File: config.mk
export PLATFORM = sky130hd
export DESIGN_NAME = serial_match_ctrl
export DESIGN_NICKNAME = d
export VERILOG_FILES = /design/src/rtl/serial_match_ctrl.sv
export SDC_FILE = /design/constraint.sdc
export NUM_CORES = 1
export LEC_CHECK = 0
export ABC_AREA = 1
export BUFFER_PORTS_ARGS = -buffer_cell sky130_fd_sc_hd__clkbuf_2
export CAP_MARGIN = 10
export CORE_MARGIN = 4
export CORE_UTILIZATION = 53
export CTS_CLUSTER_SIZE = 16
export DETAILED_ROUTE_END_ITERATION = 6
export MAX_ROUTING_LAYER = met4
export PLACE_DENSITY_LB_ADDON = 0.08
export SYNTH_ARGS = -nofsm -noshare
export SYNTH_HDL_FRONTEND = slang
export SYNTH_SLANG_ARGS = --single-unit
File: constraint.sdc
create_clock -name clk -period 2.1 [get_ports clk]
set_input_delay 0.21 -clock clk [delete_from_list [all_inputs] [get_ports clk]]
set_output_delay 0.21 -clock clk [all_outputs]
set_load 0.01 [all_outputs]
File: src/rtl/serial_match_ctrl.sv
// serial_match_ctrl
//   Accepts WORD_W-bit words over a valid/ready handshake and shifts each one
//   MSB-first, one bit per clock, into a PAT_W-bit history register. The low
//   cfg_len bits of that history are compared with a programmable pattern.
//   Every match, including overlapping matches, produces a registered
//   one-cycle pulse.
//   Optional feature macro: MATCH_COUNT_EN. When it is defined, a saturating
//   CNT_W-bit match counter is built. When it is not defined, match_count is
//   tied to zero.
module serial_match_ctrl #(
  parameter  int WORD_W = 8,
  parameter  int PAT_W  = 6,
  parameter  int CNT_W  = 8,
  localparam int LEN_W  = $clog2(PAT_W) + 1
) (
  input  logic              clk,
  input  logic              reset,
  input  logic              cfg_we,
  input  logic [PAT_W-1:0]  cfg_pattern,
  input  logic [LEN_W-1:0]  cfg_len,
  input  logic              cfg_clear,
  input  logic              in_valid,
  input  logic [WORD_W-1:0] in_data,
  output logic              in_ready,
  output logic              match_pulse,
  output logic [CNT_W-1:0]  match_count,
  output logic              busy,
  output logic              state
);

  localparam int BC_W   = $clog2(WORD_W);
  localparam int FILL_W = $clog2(PAT_W + 1);

  localparam logic [0:0] ST_IDLE  = 1'b0;
  localparam logic [0:0] ST_SHIFT = 1'b1;

  logic [0:0]        r_state;
  logic [BC_W-1:0]   r_bitcnt;
  logic [WORD_W-1:0] r_shreg;
  logic [PAT_W-1:0]  r_hist;
  logic [FILL_W-1:0] r_fill;
  logic [PAT_W-1:0]  r_pat;
  logic [LEN_W-1:0]  r_len;
  logic              r_pulse;

  logic              w_shift;
  logic              w_last;
  logic              w_ready;
  logic              w_accept;
  logic              w_bit;
  logic [PAT_W-1:0]  w_hist_next;
  logic [FILL_W-1:0] w_fill_next;
  logic [PAT_W-1:0]  w_mask;
  logic              w_match;

  // Handshake, next history and match decode. in_ready depends only on state
  // and the bit counter, never on in_valid.
  always_comb begin
    w_shift     = (r_state == ST_SHIFT);
    w_last      = w_shift && (r_bitcnt == BC_W'(WORD_W - 1));
    w_ready     = (r_state == ST_IDLE) || w_last;
    w_accept    = in_valid && w_ready;
    w_bit       = r_shreg[WORD_W-1];
    // The new bit enters at bit 0 and the oldest bit falls off the top.
    w_hist_next = PAT_W'({r_hist, w_bit});
    w_fill_next = (r_fill == FILL_W'(PAT_W)) ? r_fill : r_fill + FILL_W'(1);
    // The mask selects the low r_len bits. When r_len == PAT_W, the shift
    // moves every one out, so the mask covers the whole history.
    w_mask      = ~({PAT_W{1'b1}} << r_len);
    w_match     = w_shift && !cfg_clear && (r_len != '0) &&
                  (int'(w_fill_next) >= int'(r_len)) &&
                  (((w_hist_next ^ r_pat) & w_mask) == '0);
  end

  // Sequencer: IDLE waits for a word. SHIFT emits one bit per cycle and can
  // reload on its last cycle, so held in_valid gives gapless words.
  always_ff @(posedge clk) begin
    if (!reset) begin
      r_state  <= ST_IDLE;
      r_bitcnt <= '0;
      r_shreg  <= '0;
    end else if (r_state == ST_IDLE) begin
      if (w_accept) begin
        r_shreg  <= in_data;
        r_bitcnt <= '0;
        r_state  <= ST_SHIFT;
      end
    end else begin
      if (w_last) begin
        r_bitcnt <= '0;
        if (in_valid) begin
          r_shreg <= in_data;
        end else begin
          r_shreg <= r_shreg << 1;
          r_state <= ST_IDLE;
        end
      end else begin
        r_shreg  <= r_shreg << 1;
        r_bitcnt <= r_bitcnt + BC_W'(1);
      end
    end
  end

  // Detector history and fill level. cfg_clear takes priority over the
  // shift, so the bit shifted on that edge is discarded.
  always_ff @(posedge clk) begin
    if (!reset) begin
      r_hist <= '0;
      r_fill <= '0;
    end else if (cfg_clear) begin
      r_hist <= '0;
      r_fill <= '0;
    end else if (w_shift) begin
      r_hist <= w_hist_next;
      r_fill <= w_fill_next;
    end
  end

  // Pattern configuration. It can change only between words. A write
  // during SHIFT is dropped and is not queued.
  always_ff @(posedge clk) begin
    if (!reset) begin
      r_pat <= '0;
      r_len <= '0;
    end else if (cfg_we && (r_state == ST_IDLE)) begin
      r_pat <= cfg_pattern;
      r_len <= cfg_len;
    end
  end

  // Registered match pulse. It is high for the cycle after the edge that
  // shifted in the completing bit.
  always_ff @(posedge clk) begin
    if (!reset) r_pulse <= 1'b0;
    else        r_pulse <= w_match;
  end

`ifdef MATCH_COUNT_EN
  logic [CNT_W-1:0] r_count;

  // Saturating match counter. It updates on the same edge as the pulse.
  always_ff @(posedge clk) begin
    if (!reset) begin
      r_count <= '0;
    end else if (cfg_clear) begin
      r_count <= '0;
    end else if (w_match && (r_count != '1)) begin
      r_count <= r_count + CNT_W'(1);
    end
  end

  assign match_count = r_count;
`else
  assign match_count = '0;
`endif

  assign in_ready    = w_ready;
  assign match_pulse = r_pulse;
  assign busy        = (r_state == ST_SHIFT);
  assign state       = r_state;

endmodule

==> flow_summary.json, run 1 <==
{
  "status": "finished clean",
  "grt_max_degree": 20,
  "routedWlPerCell_um": 10.1,
  "ys_seq_elements": 31,
  "grt_overflow": 0,
  "start_util_pct": 56.1,
  "hold_start": "cfg_pattern[5]",
  "synthAdderAreaFrac_pct": 5.56,
  "ctsHoldBuffers": 0,
  "rr_worst_depth": 12,
  "antenna_cells": 0,
  "clkSinkCount": 31,
  "cts_buffers": 5,
  "power_density_nw_per_um2": 715,
  "final_common_cell": "nand2_1",
  "final-hold-violation-count": 0,
  "maxSlewViolCount": 0,
  "syn_to_final_growth_pct": 10.3,
  "netlist_instances": 222,
  "core.rowCount": 19,
  "critical_path.endpoint": "in_ready",
  "synth.avg_cell_area_um2": 7.09,
  "drt-met1-wl_mm": 1.37,
  "wl_met2_mm": 1.24,
  "clk_latency_ns": 0.32,
  "cts_buffer_depth": 2,
  "fp.dieW_um": 62.5,
  "r2r_end": "match_pulse$_SDFF_PN0_",
  "synth-simple-area-share_pct": 16.9,
  "cpLargestDelayFamily": "adder cells",
  "combPwrFrac_pct": 15.7,
  "finish.utilization_pct": 61.9,
  "vdd_drop_max_uv": 471,
  "synth-xor-area-share_pct": 1.11,
  "cp_cell_sequence": "ha_1 > ha_1 > nor2_1 > inv_1 > clkbuf_2",
  "top_layer": "met4",
  "power_switching_w": 0.000342,
  "cp_num_cells": 5,
  "critical_path.endpoint_type": "primary output",
  "worstPathMaxFanout": 4,
  "dieArea_um2": 3910,
  "final_cell_mix": "nand2_1 (44), inv_1 (35), o21ai_0 (33)",
  "synth_compound_area_share_pct": 20.9,
  "fmax_ghz": 0.565,
  "drv_cap": 0,
  "grt_pass1_vias": 1226,
  "cts_setup_buffers": 0,
  "finalSetupTns_ns": 0,
  "synth_area_um2": 1570,
  "period_needed_ns": 1.77,
  "grt_pass1_wl_mm": 5.04,
  "required_ns": 1.89,
  "ys_types": 21,
  "first_pass_iters": 4,
  "ys.warnings.count": 0,
  "clock_skew_ns": 0.00744,
  "synthMuxAreaShare_pct": 0,
  "antenna_found_initial": 0,
  "h-tree-depth": 2,
  "remaining_drc_errors": 0,
  "r2r_start": "r_fill[0]$_SDFFE_PP0P_",
  "critPathLaunch": "r_bitcnt[0]$_SDFFE_PN0P_",
  "rrSetupSlack_ns": 0.34,
  "p_int_w": 0.000898,
  "arrival_ns": 1.56,
  "crit_path_max_incr_delay_ns": 0.34,
  "fin_crit_sh_pct": 84.3,
  "synth-seq-area-share_pct": 39.4,
  "nets": 278,
  "grt_setup_unrepaired": "false",
  "clkTransAtPathRegs_ns": 0.10,
  "cp_slowest_cell": "dfxtp_1",
  "core_um2": 2810,
  "wl_met3_um": 180,
  "tritoncts": "yes",
  "via_per_inst": 4.78,
  "io_pins": 35,
  "synth_top_family_by_area": "compound AO/OA/AOI/OAI gates",
  "io_buffers": 26,
  "seq_power_share_pct": 52.4,
  "total_power_w": 0.00124,
  "die_h_um": 62.5,
  "setup_viol_count_final": 0,
  "post_cts_resized": 0,
  "vias": 1339,
  "grt_use_total_pct": 16.2,
  "drt-total-wl_mm": 2.82,
  "critPathLaunchType": "register",
  "leakage_nw": 0.861,
  "crit_top_cell": "ha_1",
  "clkPwrFrac_pct": 31.9,
  "hold_path_class": "in2reg",
  "crit_buf_inv": 2,
  "critPathKind": "reg2out",
  "sw_frac_of_total_pct": 27.6,
  "drive_gt1_share_pct": 16.1,
  "cts_root_buf": "clkbuf_4",
  "final_antenna_net_count": 0,
  "globalplace.congestion": 0.841,
  "drt_iter0_drc": 54,
  "hpwl_mm": 2.12
}
final cells by class:
class	count	area (µm²)
fillers	288	1070
flip-flops and latches	31	621
multi-input cells	146	731
repair buffers	27	138
inverters	37	139
clock buffers	8	68.8
well taps	31	38.8
registers in the layout, summed over array words and instances (netlist names):
register,cells
r_hist,5
r_len,4
match_pulse,1
r_pat,6
r_shreg,8
busy,1
r_bitcnt,3
r_fill,3
synth_stat cells, drive strengths merged:
master,count,area share [%]
clkbuf,3,0.79
inv,37,8.8
buf,12,6.2
ha,7,5.6
dfxtp,31,39
nand3,5,1.6
o21ai,33,10
a211oi,1,0.48
nand2,45,11
a21oi,29,9.9
or2,1,0.40
xor2,1,0.56
xnor2,1,0.56
nor2,15,4.1
conb,1,0.24
power groups by stage:
stage | registers (W) | clock network [W] | logic (W)
after global routing | 0.000656 | 0.000438 | 0.000230
after floorplan | 0.000660 | 0 | 0.000161
after CTS | 0.000650 | 0.000411 | 0.000197
final | 0.000650 | 0.000396 | 0.000195
after detailed placement | 0.000664 | 0 | 0.000197
after global placement | 0.000663 | 0 | 0.000195
per-stage QoR:
step	worst slack (ns)	hold WS [ns]	instance area, µm²	cells
after floorplan	0.483	0.364	1600	229
after global placement	0.421	0.449	1670	272
final	0.330	0.135	1740	280
after detailed placement	0.380	0.460	1670	272
after global routing	0.184	0.138	1740	280
after CTS	0.309	0.122	1740	280
worst register-to-register path, delay by kind of cell, from the launching register on:
family                     cells  cell delay, ns
adders and majority gates      2            0.45
DFF                            1            0.38
xor gates and xnor gates       1            0.20
and+or+nand+nor                6            0.34
AOI/OAI and AO/OA              1            0.15
buffers and inverters          2            0.14
worst min path at each step:
stage,to,slack (ns),cells after the start
floorplan,busy$_SDFF_PN0_,0.36,2
global placement,r_bitcnt[0]$_SDFFE_PN0P_,0.45,1
detailed placement,r_bitcnt[1]$_SDFFE_PN0P_,0.46,2
CTS,r_pat[5]$_SDFFE_PN0P_,0.12,3
global route,r_shreg[0]$_SDFFE_PN0P_,0.14,3
finish,r_pat[5]$_SDFFE_PN0P_,0.14,3
per-layer routing:
metal | up-vias | track usage, %
met5 | - | -
met4 | 0 | 5.79
met3 | 4 | 4.86
met2 | 38 | 26.5
met1 | 560 | 18.8
li1 | 737 | -
cells by family after synthesis:
logic type,after synthesis
flops,31
buf+inv,52
fa+ha+maj,7
other cells,1
simple gates,66
xor+xnor,2
compound gates,63
(Power assumes the default switching activity.)
==> run 2: changes to the inputs <==
==> constraint.sdc (replaced) <==
create_clock -name clk -period 1.8 [get_ports clk]
set_input_delay 0.18 -clock clk [delete_from_list [all_inputs] [get_ports clk]]
set_output_delay 0.18 -clock clk [all_outputs]
set_load 0.01 [all_outputs]
==> flow_summary.json, run 2 (same netlist as run 1, synthesis figures left out) <==
{
  "r2r_start": "r_fill[0]$_SDFFE_PP0P_",
  "routedWlPerCell_um": 10.2,
  "cts_buffer_depth": 2,
  "final_cell_mix": "nand2_1 (43), inv_1 (35), o21ai_0 (32)",
  "power_density_nw_per_um2": 774,
  "h-tree-depth": 2,
  "status": "finished clean",
  "fillers": 278,
  "remaining_drc_errors": 0,
  "hpwl_mm": 2.14,
  "finalSetupTns_ns": 0,
  "critical_path.endpoint_type": "register",
  "drv_cap": 0,
  "cp_cell_sequence": "inv_1 > ha_1 > nand2_2 > xor2_2 > inv_1 > ha_1 > o21ai_1 > nand2_1 > nand2_1 > nand2_1 > nand2_1 > nor2_1",
  "final-instance-count-excl-fill": 279,
  "final_common_cell": "nand2_1",
  "seq_power_share_pct": 56.4,
  "clk_latency_ns": 0.32,
  "clock_skew_ns": 0.00387,
  "core.rowCount": 19,
  "die_h_um": 62.5,
  "rr_worst_depth": 12,
  "vias": 1313,
  "r2r_end": "match_pulse$_SDFF_PN0_",
  "total_power_w": 0.00134,
  "grt_pass1_wl_mm": 4.86,
  "io_buffers": 26,
  "cts_root_buf": "clkbuf_4",
  "grt_use_total_pct": 16.0,
  "io_pins": 35,
  "dp.cells": 273,
  "critPathKind": "reg2reg",
  "period_needed_ns": 1.67,
  "antenna_cells": 0,
  "antenna_found_initial": 0,
  "fp.dieW_um": 62.5,
  "grt_setup_unrepaired": "false",
  "cts_buffers": 5,
  "dieArea_um2": 3910,
  "grt_max_degree": 20,
  "syn_to_final_growth_pct": 10.3,
  "rrSetupSlack_ns": 0.13,
  "clkTransAtPathRegs_ns": 0.09,
  "whs_path_depth": 3,
  "hold_start": "in_data[0]",
  "sw_frac_of_total_pct": 28.6,
  "drt-total-wl_mm": 2.83,
  "nets": 279,
  "first_pass_iters": 4,
  "maxSlewViolCount": 0,
  "leakage_nw": 0.854,
  "ctsHoldBuffers": 0,
  "drt_iter0_drc": 33,
  "worstPathMaxFanout": 3,
  "required_ns": 2.03,
  "critPathLaunchType": "register",
  "combPwrFrac_pct": 17.2,
  "largest_registers": "r_shreg: 8 flops, r_pat: 6 flops, r_hist: 5 flops",
  "multi_input_area_um2": 748,
  "cts_setup_buffers": 0,
  "arrival_ns": 1.89,
  "setup_viol_count_final": 0,
  "globalplace.congestion": 0.838,
  "ff_latch_area_um2": 624,
  "fin_crit_sh_pct": 92.8,
  "fmax_ghz": 0.599,
  "final-hold-violation-count": 0,
  "drive_gt1_share_pct": 17.3,
  "clkPwrFrac_pct": 26.4,
  "cp_slowest_cell": "dfxtp_4",
  "power_switching_w": 0.000385,
  "start_util_pct": 56.1,
  "core_um2": 2810,
  "tritoncts": "yes",
  "crit_path_max_incr_delay_ns": 0.37,
  "holdPathEnd": "r_shreg[0]$_SDFFE_PN0P_",
  "clkSinkCount": 31,
  "critPathLaunch": "r_fill[0]$_SDFFE_PP0P_",
  "dp_slack_ns": 0.0158,
  "grt_overflow": 0,
  "final_antenna_net_count": 0,
  "grt_pass1_vias": 1204,
  "top_register": "r_shreg",
  "vdd_drop_max_uv": 546,
  "fin_ws_ns": 0.130,
  "largest_register_ffs": 8,
  "via_per_inst": 4.71,
  "p_int_w": 0.000959,
  "hold_path_class": "in2reg",
  "crit_top_cell": "nand2_1"
}
[run 2: cell count changes in the layout (fill, tap and decap cells not counted), sizes merged]
cell	change
clkbuf	-2
buf	+1
[run 2: timing repair]
item / in CTS / in global routing
resized for setup: 2 / 5
setup endpoints to repair: 1 / 2
pin swaps: 0 / 1
cloned: 0 / 0
[run 2: layout make-up]
class	instances	area share, %
timing repair buffer	28	8.36
multi-input combinational	146	43.1
tap	31	2.23
clock buffer	6	2.38
inverter	37	8.00
sequential	31	36.0
[run 2: power groups by stage]
| stage | logic, W | clock network (W) | registers, W |
|---|---|---|---|
| 2_1_floorplan | 0.000188 | 0 | 0.000770 |
| 3_3_place_gp | 0.000229 | 0 | 0.000774 |
| 3_5_place_dp | 0.000231 | 0 | 0.000774 |
| 4_1_cts | 0.000232 | 0.000377 | 0.000759 |
| 5_1_grt | 0.000272 | 0.000403 | 0.000766 |
| 6_report | 0.000231 | 0.000355 | 0.000758 |
[run 2: through the flow]
step	hold WS (ns)	area (µm²)	utilization, %
after CTS	0.0954	1720	61.5
final	0.105	1740	61.9
after floorplan	0.334	1600	-
after global placement	0.440	1670	59.7
after global routing	0.114	1740	61.9
after detailed placement	0.449	1670	59.7
[run 2: per-layer routing]
metal  routed length, µm  GRT usage [%]  up-vias
met5                   0              -        -
met4                  50           6.61        0
met3                 161           4.86        8
met2                1210           25.7       31
met1                1410           18.5      540
li1                    -              -      734
[run 2: worst max path at each step]
stage                             endpoint  slack (ns)  depth (start not counted)
floorplan           match_pulse$_SDFF_PN0_        0.18                         12
global placement    match_pulse$_SDFF_PN0_        0.12                         12
detailed placement  match_pulse$_SDFF_PN0_        0.02                         12
CTS                 match_pulse$_SDFF_PN0_        0.03                         12
global route        match_pulse$_SDFF_PN0_       0.001                         12
finish              match_pulse$_SDFF_PN0_        0.13                         12
[run 2: worst max-delay path: cells and delay by family, from the launching register on]
kind            cells  cell delay (ns)
xor+xnor            1             0.16
compound gates      1             0.13
flops               1             0.37
fa+ha+maj           2             0.46
buf+inv             2             0.12
simple gates        6             0.34
